File: config.mk
export PLATFORM = sky130hd
export DESIGN_NAME = node_stream_tx
export DESIGN_NICKNAME = d
export VERILOG_FILES = /design/src/rtl/node_stream_tx.sv
export SDC_FILE = /design/constraint.sdc
export NUM_CORES = 1
export LEC_CHECK = 0
export ABC_AREA = 0
export CORE_MARGIN = 4
export CORE_UTILIZATION = 53
export DETAILED_ROUTE_END_ITERATION = 8
export PLACE_DENSITY = 0.82
export SLEW_MARGIN = 0
export SYNTH_ARGS = -nofsm -noshare
export SYNTH_HDL_FRONTEND = slang
export SYNTH_SLANG_ARGS = --single-unit
File: constraint.sdc
create_clock -name clk -period 8.2 [get_ports clk]
set_input_delay 1.64 -clock clk [delete_from_list [all_inputs] [get_ports clk]]
set_output_delay 1.64 -clock clk [all_outputs]
set_load 0.02 [all_outputs]
File: src/rtl/node_stream_tx.sv
// node_stream_tx: snapshots a frame of NODE_COUNT (x,y) nodes on start and
// streams one node per accepted beat over a valid/ready output port.
//
// Ports:
//   clk, reset          clock; synchronous active-low reset
//   nodes_x, nodes_y    packed node coordinates, node i at [i*COORD_W +: COORD_W]
//   start               one-cycle request to capture and send a frame
//   out_ready           downstream ready
//   out_valid/out_index/out_x/out_y/out_last   current beat
//   busy                high while a frame is being sent or completing
//   frame_done          one-cycle pulse after the last beat is accepted
//   frame_count         completed frames (wrapping)
//   drop_count          start requests ignored while busy (saturating)
module node_stream_tx #(
    parameter int NODE_COUNT = 5,
    parameter int COORD_W    = 32
) (
    input  logic                          clk,
    input  logic                          reset,
    input  logic [NODE_COUNT*COORD_W-1:0] nodes_x,
    input  logic [NODE_COUNT*COORD_W-1:0] nodes_y,
    input  logic                          start,
    input  logic                          out_ready,
    output logic                          out_valid,
    output logic [7:0]                    out_index,
    output logic [COORD_W-1:0]            out_x,
    output logic [COORD_W-1:0]            out_y,
    output logic                          out_last,
    output logic                          busy,
    output logic                          frame_done,
    output logic [15:0]                   frame_count,
    output logic [7:0]                    drop_count
);

    typedef enum logic [1:0] {
        IDLE,
        SEND,
        DONE
    } state_t;

    localparam logic [7:0] LAST_IDX = 8'(NODE_COUNT - 1);

    state_t state;
    state_t state_nxt;

    logic [NODE_COUNT*COORD_W-1:0] snap_x;
    logic [NODE_COUNT*COORD_W-1:0] snap_y;
    logic [7:0]                    idx;
    logic [7:0]                    idx_nxt;
    logic [31:0]                   sel;
    logic                          launch;
    logic                          accept;

    assign out_index = idx;
    assign idx_nxt   = idx + 8'd1;
    assign sel       = 32'(idx_nxt) * 32'(COORD_W);

    always_ff @(posedge clk) begin
        if (!reset) begin
            state <= IDLE;
        end else begin
            state <= state_nxt;
        end
    end

    always_comb begin
        state_nxt  = state;
        out_valid  = 1'b0;
        out_last   = 1'b0;
        busy       = 1'b0;
        frame_done = 1'b0;
        launch     = 1'b0;
        accept     = 1'b0;
        unique case (state)
            IDLE: begin
                if (start) begin
                    launch    = 1'b1;
                    state_nxt = SEND;
                end
            end
            SEND: begin
                busy      = 1'b1;
                out_valid = 1'b1;
                out_last  = (idx == LAST_IDX);
                accept    = out_ready;
                if (accept && out_last) begin
                    state_nxt = DONE;
                end
            end
            DONE: begin
                busy       = 1'b1;
                frame_done = 1'b1;
                state_nxt  = IDLE;
            end
            default: begin
                state_nxt = IDLE;
            end
        endcase
    end

    // Node 0 is presented straight from the inputs on the capture edge so
    // the first beat is valid immediately; later nodes come from the snapshot.
    always_ff @(posedge clk) begin
        if (!reset) begin
            snap_x      <= '0;
            snap_y      <= '0;
            idx         <= '0;
            out_x       <= '0;
            out_y       <= '0;
            frame_count <= '0;
            drop_count  <= '0;
        end else begin
            if (launch) begin
                snap_x <= nodes_x;
                snap_y <= nodes_y;
                idx    <= '0;
                out_x  <= nodes_x[COORD_W-1:0];
                out_y  <= nodes_y[COORD_W-1:0];
            end else if (accept && !out_last) begin
                idx   <= idx_nxt;
                out_x <= snap_x[sel +: COORD_W];
                out_y <= snap_y[sel +: COORD_W];
            end
            if (accept && out_last) begin
                frame_count <= frame_count + 16'd1;
            end
            if (start && state != IDLE && drop_count != 8'hFF) begin
                drop_count <= drop_count + 8'd1;
            end
        end
    end

endmodule

* Word-level counts from Yosys, hierarchy flattened *
Index checks and enable logic that the tools add are counted.

word-level totals
  register bits after elaboration = 418
  logic and storage cells = 46

operators by class
  add/subtract/negate cells = 3
  equal/unequal tests = 6
  shifts and indexed selects = 2
  muxes and demuxes = 14
  bitwise gates (word level) = 1
  reductions and logical operators = 12

operators with widths
  cell                                                 number
  variable part select 160 x 14 -> 32 bit              2
  two-way mux 32 bit                                   4
  adder 16 x 1 -> 16 bit, second input constant        1
  adder 8 x 1 -> 8 bit, second input constant          2
  equality test 8 x 3 -> 1 bit, second input constant  1
  != test 8 bit, second input constant                 1
  two-way mux 1 bit                                    7
  logical AND 1 bit                                    5
  two-way mux 2 bit                                    2
  != test 2 bit, second input constant                 2
  case mux 2 bit (2 select lines)                      1
  nonzero test 2 bit                                   2
  OR reduction 2 bit                                   2
  equality test 2 x 1 -> 1 bit, second input constant  1
  equality test 2 bit, second input constant           1
  zero test 2 bit                                      1
  AND reduction 2 bit                                  1
  zero test 1 bit                                      1
  NOT 1 bit                                            1

* Longest topological paths before layout *
  word-level depth = 6
  gate-level depth with buffers = 9

* Worst setup path before layout *
OpenSTA, ideal clock, no wires.

  kind = reg-to-output
  start point = register idx[0], in the netlist out_index[0]
  end point = output out_last
  arrival time = 1,624 ps
  slack = 4,936 ps
  cell stages (with the launch flop) = 5
  path through = dfxtp_1 -> inv_1 -> ha_1 -> or4b_1 -> nor3_1

between the ends
  longest elaborated chain between the ends = 2

RTL lines
  item                          line  text
  start, declared               48    logic [7:0] idx;
  start signal, assigned        120   idx <= idx_nxt;
  equality test 8 x 3 -> 1 bit  84    out_last = (idx == LAST_IDX);
  two-way mux 1 bit             74    unique case (state)
  end, declared                 28    output logic out_last,

Every way passes these cells.

* Worst setup path after layout *
Ends and elaborated chain as after synthesis.

==> flow_metrics.py <==
metrics = {
    "power": {
        "p_int_mw": 3.64,
        "power_leakage_nw": 8.17,
        "p_total_mw": 4.86,
        "pwr-share-comb_pct": 14.1,
        "seq_power_share_pct": 46.1,
        "clockPowerShare_pct": 39.8,
        "switchingPower_mw": 1.22,
        "vdd_ir_drop_max_mv": 0.149,
        "power_density_nw_per_um2": 213,
        "swShare_pct": 25.0,
    },
    "logic_synthesis": {
        "synthesis.area_sq_um": 17100,
        "synth_nets": 2369,
        "yosysSeqAreaShare_pct": 48.9,
        "yosysUniqueCellTypes": 45,
        "ys_ff_latch": 418,
        "synth-edff-count": 0,
        "synthFlopType": "dfxtp_1",
        "async_flop_share_pct": 0,
        "synth_cells": 2038,
        "yosysWarningCount": 0,
        "avgSynthCellArea_sq_um": 8.40,
    },
    "critical_path": {
        "worstPathCellList": "inv_1, ha_4, or4b_1, nor3_1, clkdlybuf4s50_1",
        "crit_family": "buffers and inverters",
        "max_stage_delay_ns": 0.66,
        "worst_setup_path_start_kind": "register",
        "r2r_cells": 6,
        "r2r_end": "out_x[26]",
        "worstPathArrival_ns": 2.83,
        "critical_path_buf_inv_count": 2,
        "crit_fanout": 30,
        "reg2reg_slack_ns": 4.68,
        "slowest_stage": "clkdlybuf4s50_1",
        "r2r_start": "out_index[0]",
        "worstSetupPathType": "register to primary output",
        "worst_setup_path_end_kind": "primary output",
        "required_ns": 6.56,
    },
    "cts": {
        "post_cts_buffers": 0,
        "clk_pin_slew_worst_paths_ns": 0.06,
        "cts_resized": 0,
        "clockBufferDepth": 3,
        "cts_tree": "built",
        "cts.hold.buffers_added": 0,
        "cts_buffers": 42,
        "clkLatencyLatePin_ns": 0.53,
        "cts_root_buffer": "clkbuf_16",
        "cts_max_level": 2,
        "cts.sinks": 418,
    },
    "route": {
        "vias": 16400,
        "wire_per_inst_um": 19.9,
        "firstDrtPassIters": 7,
        "drcViolationCount": 0,
        "routed_wl_mm": 55.4,
        "vias_per_cell": 5.89,
        "antenna_left": 0,
        "drt_iter0_markers": 1357,
    },
    "placement": {
        "place_area_sq_um": 21400,
        "dp_cells": 2709,
        "portBuffers": 423,
        "place_hpwl_mm": 35.8,
        "gp_congestion": 0.906,
    },
    "final_layout": {
        "area_growth_pct": 33.5,
        "fin_area_sq_um": 22800,
        "fillers": 2380,
        "drive_gt1_share_pct": 6.55,
        "finalNonFillerCells": 2790,
        "final_nets": 2683,
        "final_core_util_pct": 72.0,
        "mostFrequentLayoutCell": "nand2_1",
        "final_cell_mix": "nand2_1 (714), clkdlybuf4s50_1 (422), dfxtp_1 (417)",
    },
    "floorplanning": {
        "rows": 65,
        "die_w_um": 188,
        "initial_utilization_pct": 53.9,
        "ios": 424,
        "die_h_um": 188,
        "coreArea_sq_um": 31700,
        "die-area_sq_um": 35200,
    },
    "global_routing": {
        "grt_usage_pct": 29.7,
        "grt_max_degree": 246,
        "antenna_found_initial": 11,
        "gr-total-overflow": 0,
        "grt_pass1_vias": 16200,
        "grt_pass1_wl_mm": 86.0,
    },
    "hold_path": {
        "hold-path-endpoint": "snap_y[11]",
        "worstHoldPathType": "register to register",
        "hold_start": "snap_y[11]",
        "min_path_cells": 2,
    },
    "timing": {
        "period_share_pct": 54.5,
        "tns_ns": 0,
        "worst_pin_slew_ns": 1.12,
        "rsz0062_at_grt": "no",
        "fin_skew_ns": 0.00944,
        "hold_violations": 0,
        "slew_headroom_pct": 25.4,
        "post-route-min-period_ns": 4.47,
        "setup_viol": 0,
        "max_freq_ghz": 0.224,
        "maxSlewViolCount": 0,
    },
    "flow_run": {
        "max_cap_violations": 0,
    },
    "status": {
        "status": "finished clean",
    },
}
tightest hold or removal path, delay by kind of cell, from the launching register on:
| kind | cells | cell delay (ns) |
|---|---|---|
| flops | 1 | 0.31 |
| simple gates | 2 | 0.09 |
cell usage after synthesis (3+ instances only):
cell type	count	area [sq um]
nand2_1	715	2680
nand4_1	7	43.8
o2bb2ai_1	61	534
a22oi_1	61	458
a21oi_1	334	1670
buf_1	11	41.3
nor2_1	17	63.8
nor3_1	3	15.0
and3_1	10	62.6
or3_1	8	50.1
and4_1	4	35.0
xnor2_1	5	43.8
o221ai_1	3	26.3
mux4_2	61	1370
xor2_1	9	78.8
nand3_1	13	65.1
clkbuf_1	152	571
or4_1	7	52.6
o211ai_1	3	22.5
o21ai_0	74	370
o31ai_1	6	45.0
a211oi_1	3	22.5
ha_1	7	87.6
mux2i_1	6	60.1
o41ai_1	4	35.0
inv_1	10	37.5
buf_2	5	25.0
dfxtp_1	418	8370
logic make-up after synthesis:
logic type,after synthesis,synth area share [%]
DFF,418,48.9
adders and majority gates,7,0.512
muxes,67,8.38
and+or+nand+nor,797,18.6
AOI/OAI and AO/OA,555,18.9
buffers and inverters,180,4.03
xor gates and xnor gates,14,0.717
flip-flops by register name, summed over array words and instances (netlist names):
signal / cells
state: 2
frame_count: 16
out_x: 32
out_index: 8
out_y: 32
snap_x: 160
drop_count: 8
snap_y: 160
through the flow:
stage	setup WS [ns]	hold WS, ns
finish	3.73	0.449
global placement	3.87	0.429
floorplan	4.94	0.416
global route	3.64	0.467
CTS	3.71	0.444
detailed placement	3.79	0.436
power groups by stage:
stage	sequential, mW	clock (mW)	combinational, mW
2_1_floorplan	2.28	0	0.352
3_3_place_gp	2.27	0	0.662
3_5_place_dp	2.28	0	0.678
4_1_cts	2.24	1.95	0.683
5_1_grt	2.25	2.05	0.744
6_report	2.24	1.94	0.685
metal layers:
| metal | wire length (um) | GRT usage (%) |
|---|---|---|
| met1 | 21300 | 36.5 |
| met2 | 26200 | 49.0 |
| met3 | 5320 | 7.97 |
| met4 | 2600 | 13.6 |
| met5 | 21 | 0 |
final cells by class:
class,count,area (sq um),area share (%)
inverter,11,48.8,0.214
timing repair buffer,439,4380,19.2
clock buffer,64,1340,5.86
antenna,8,20.0,0.0877
multi-input combinational,1440,8100,35.5
sequential,418,8370,36.7
clock inverter,8,68.8,0.301
tap,402,503,2.20
worst max-delay path by stage:
stage | start | to | cells after the start
floorplan | out_index[0] | out_last | 4
global placement | start | out_x[3] | 6
detailed placement | start | out_x[31] | 6
CTS | out_index[0] | out_last | 5
global route | out_index[0] | out_last | 5
finish | out_index[0] | out_last | 5
No activity file was read; power rests on OpenSTA's default activity.
==> patch: new RTL, same settings <==
Re-encode `state_t` (3 states) as one-hot, 3 bits wide.
--- a/src/rtl/node_stream_tx.sv
+++ b/src/rtl/node_stream_tx.sv
@@ -32,10 +32,10 @@
     output logic [7:0]                    drop_count
 );
 
-    typedef enum logic [1:0] {
-        IDLE,
-        SEND,
-        DONE
+    typedef enum logic [2:0] {
+        IDLE = 3'b001,
+        SEND = 3'b010,
+        DONE = 3'b100
     } state_t;
 
     localparam logic [7:0] LAST_IDX = 8'(NODE_COUNT - 1);
Function: no difference found for any inputs over 4 cycles, from zero or initial values and one cycle with reset low; so few cycles prove little.
==> patch against the original RTL <==
  * Routed wire length grew 0.84%
  * Via count grew 0.31%
  * Sequential cell count grew 1
  * Setup slack gained 0.17 ns
  * Largest power group unchanged
  * Synthesized cell count is essentially flat
  * Final area grew 1.0%
  * Non-clock buffer count shrank 1
  * Critical path depth is the same
  * Total power shrank 0.40%
  * Synthesized area grew 1.4%
==> patch: results (changes against the original RTL) <==
Power and ir drop
  – Leak Pwr: 0.00829 uW (was 0.00817 uW)
  – Worst VDD drop: 0.161 mV (was 0.149 mV)

STA
  – Slew headroom: 24.2% (was 25.4%)
  – Final Skew: 0.0157 ns (was 0.00944 ns)

Synth
  – Register area share after synthesis: 48.4% (was 48.9%)
  – Yosys cell types: 47 (was 45)
  – Top post-synthesis cells by area: dfxtp_1 48%, nand2_1 16%, a21oi_1 9.8% (was dfxtp_1 49%, nand2_1 16%, a21oi_1 9.8%)
  – Post-synth top cells: 717 x nand2_1, 419 x dfxtp_1, 339 x a21oi_1, 127 x clkbuf_1, 122 x a22o_1 (was 715 x nand2_1, 418 x dfxtp_1, 334 x a21oi_1, 152 x clkbuf_1, 74 x o21ai_0)
  – Post-Syn Nets: 2367 (was 2369)

Hold path
  – Hold Crit Start: snap_x[71]$_SDFFE_PN0P_ (was snap_y[11]$_SDFFE_PN0P_)
  – Hold path cells: 2 (unchanged)
  – Hold EP: snap_x[71]$_SDFFE_PN0P_ (was snap_y[11]$_SDFFE_PN0P_)

Worst setup path
  – Crit path DAT: 2.66 ns (was 2.83 ns)
  – Worst Path Max Fanout: 12 (was 30)
  – R2R setup slack: 4.96 ns (was 4.68 ns)
  – Reg-to-Reg End: out_y[5]$_SDFFE_PN0P_ (was out_x[26]$_SDFFE_PN0P_)
  – FF-to-FF Start: state[1]$_SDFFE_PN0P_ (was out_index[0]$_SDFFE_PP0P_)

GRT
  – Pin count of the biggest net entering global routing: 212 (was 246)
  – Global-route wire length before repair: 85.7 mm (was 86.0 mm)
  – Total global routing track utilization: 29.4% (was 29.7%)
  – Antenna violations before repair: 22 (was 11)

Clock network
  – Cts bufs inserted: 43 (was 42)

Placement
  – Post-DP HPWL: 36.1 mm (was 35.8 mm)
  – GP Congestion: 0.881 (was 0.906)

Routing
  – Post-Route WL: 55.9 mm (was 55.4 mm)
  – Drt first pass iters: 5 (was 7)
  – 1st-iter DRT viols: 1504 (was 1357)

Finish
  – Final net count: 2678 (was 2683)
  – Layout cells sized above 1: 6.77% (was 6.55%)

Status
  – Status: finished clean (unchanged)
## patch: worst max path at each step
stage	start	end	slack (ns)	depth (start not counted)
after global placement	out_ready	out_y[15]$_SDFFE_PN0P_	3.61	7
after global routing	out_ready	out_y[5]$_SDFFE_PN0P_	3.72	7
after floorplan	out_index[0]$_SDFFE_PP0P_	out_last	5.09	5
final	out_index[0]$_SDFFE_PP0P_	out_last	3.90	5
after detailed placement	out_ready	out_y[5]$_SDFFE_PN0P_	3.44	7
after CTS	out_index[0]$_SDFFE_PP0P_	out_last	3.89	5
## patch: logic make-up (layout without fill, tap and decap cells)
kind of cell / after synthesis / count (layout) / synth area share [%]
flip-flops: 419 / 419 / 48.4
AO/OA/AOI/OAI: 557 / 557 / 19.2
AND/OR/NAND/NOR: 793 / 793 / 18.5
buffers and inverters: 181 / 521 / 4.47
multiplexers: 72 / 72 / 8.58
XOR/XNOR: 13 / 13 / 0.656
adder cells (fa/ha/maj): 4 / 4 / 0.289
other: 0 / 19 / 0
## patch: cell type report
| cell class | instances | area [sq um] |
|---|---|---|
| antenna | 19 | 47.5 |
| clock buffer | 64 | 1280 |
| clock inverter | 10 | 140 |
| fill | 2430 | 8810 |
| inverter | 9 | 41.3 |
| multi-input combinational | 1439 | 8260 |
| sequential | 419 | 8390 |
| tap | 435 | 544 |
| timing repair buffer | 438 | 4370 |
## patch: per-stage QoR
stage,setup slack [ns],instances,hold slack (ns)
4_1_cts,3.89,2814,0.452
2_1_floorplan,5.09,2039,0.433
3_3_place_gp,3.61,2740,0.439
3_5_place_dp,3.44,2740,0.444
5_1_grt,3.72,2833,0.465
6_report,3.90,2833,0.452
## patch: report_power, final
part / leakage [uW] / internal, uW / switching, uW / total, uW
Clock: 0.000681 / 1170 / 792 / 1960
Combinational: 0.00417 / 316 / 327 / 643
Sequential: 0.00343 / 2160 / 72.1 / 2230
## patch: layer usage
metal	vias up	track usage, %	part of all wire [%]
li1	7643	-	-
met1	7851	36.9	39
met2	823	47.4	47
met3	162	6.69	8.7
met4	6	15.9	5.1
met5	-	0	0.059
## patch: worst max-delay path, stage by stage, from the launching register on
cell	delay, ns
dfxtp_4	0.40
inv_1	0.16
ha_4	0.15
nor4b_4	0.53
and3_1	0.26
clkdlybuf4s50_1	0.62
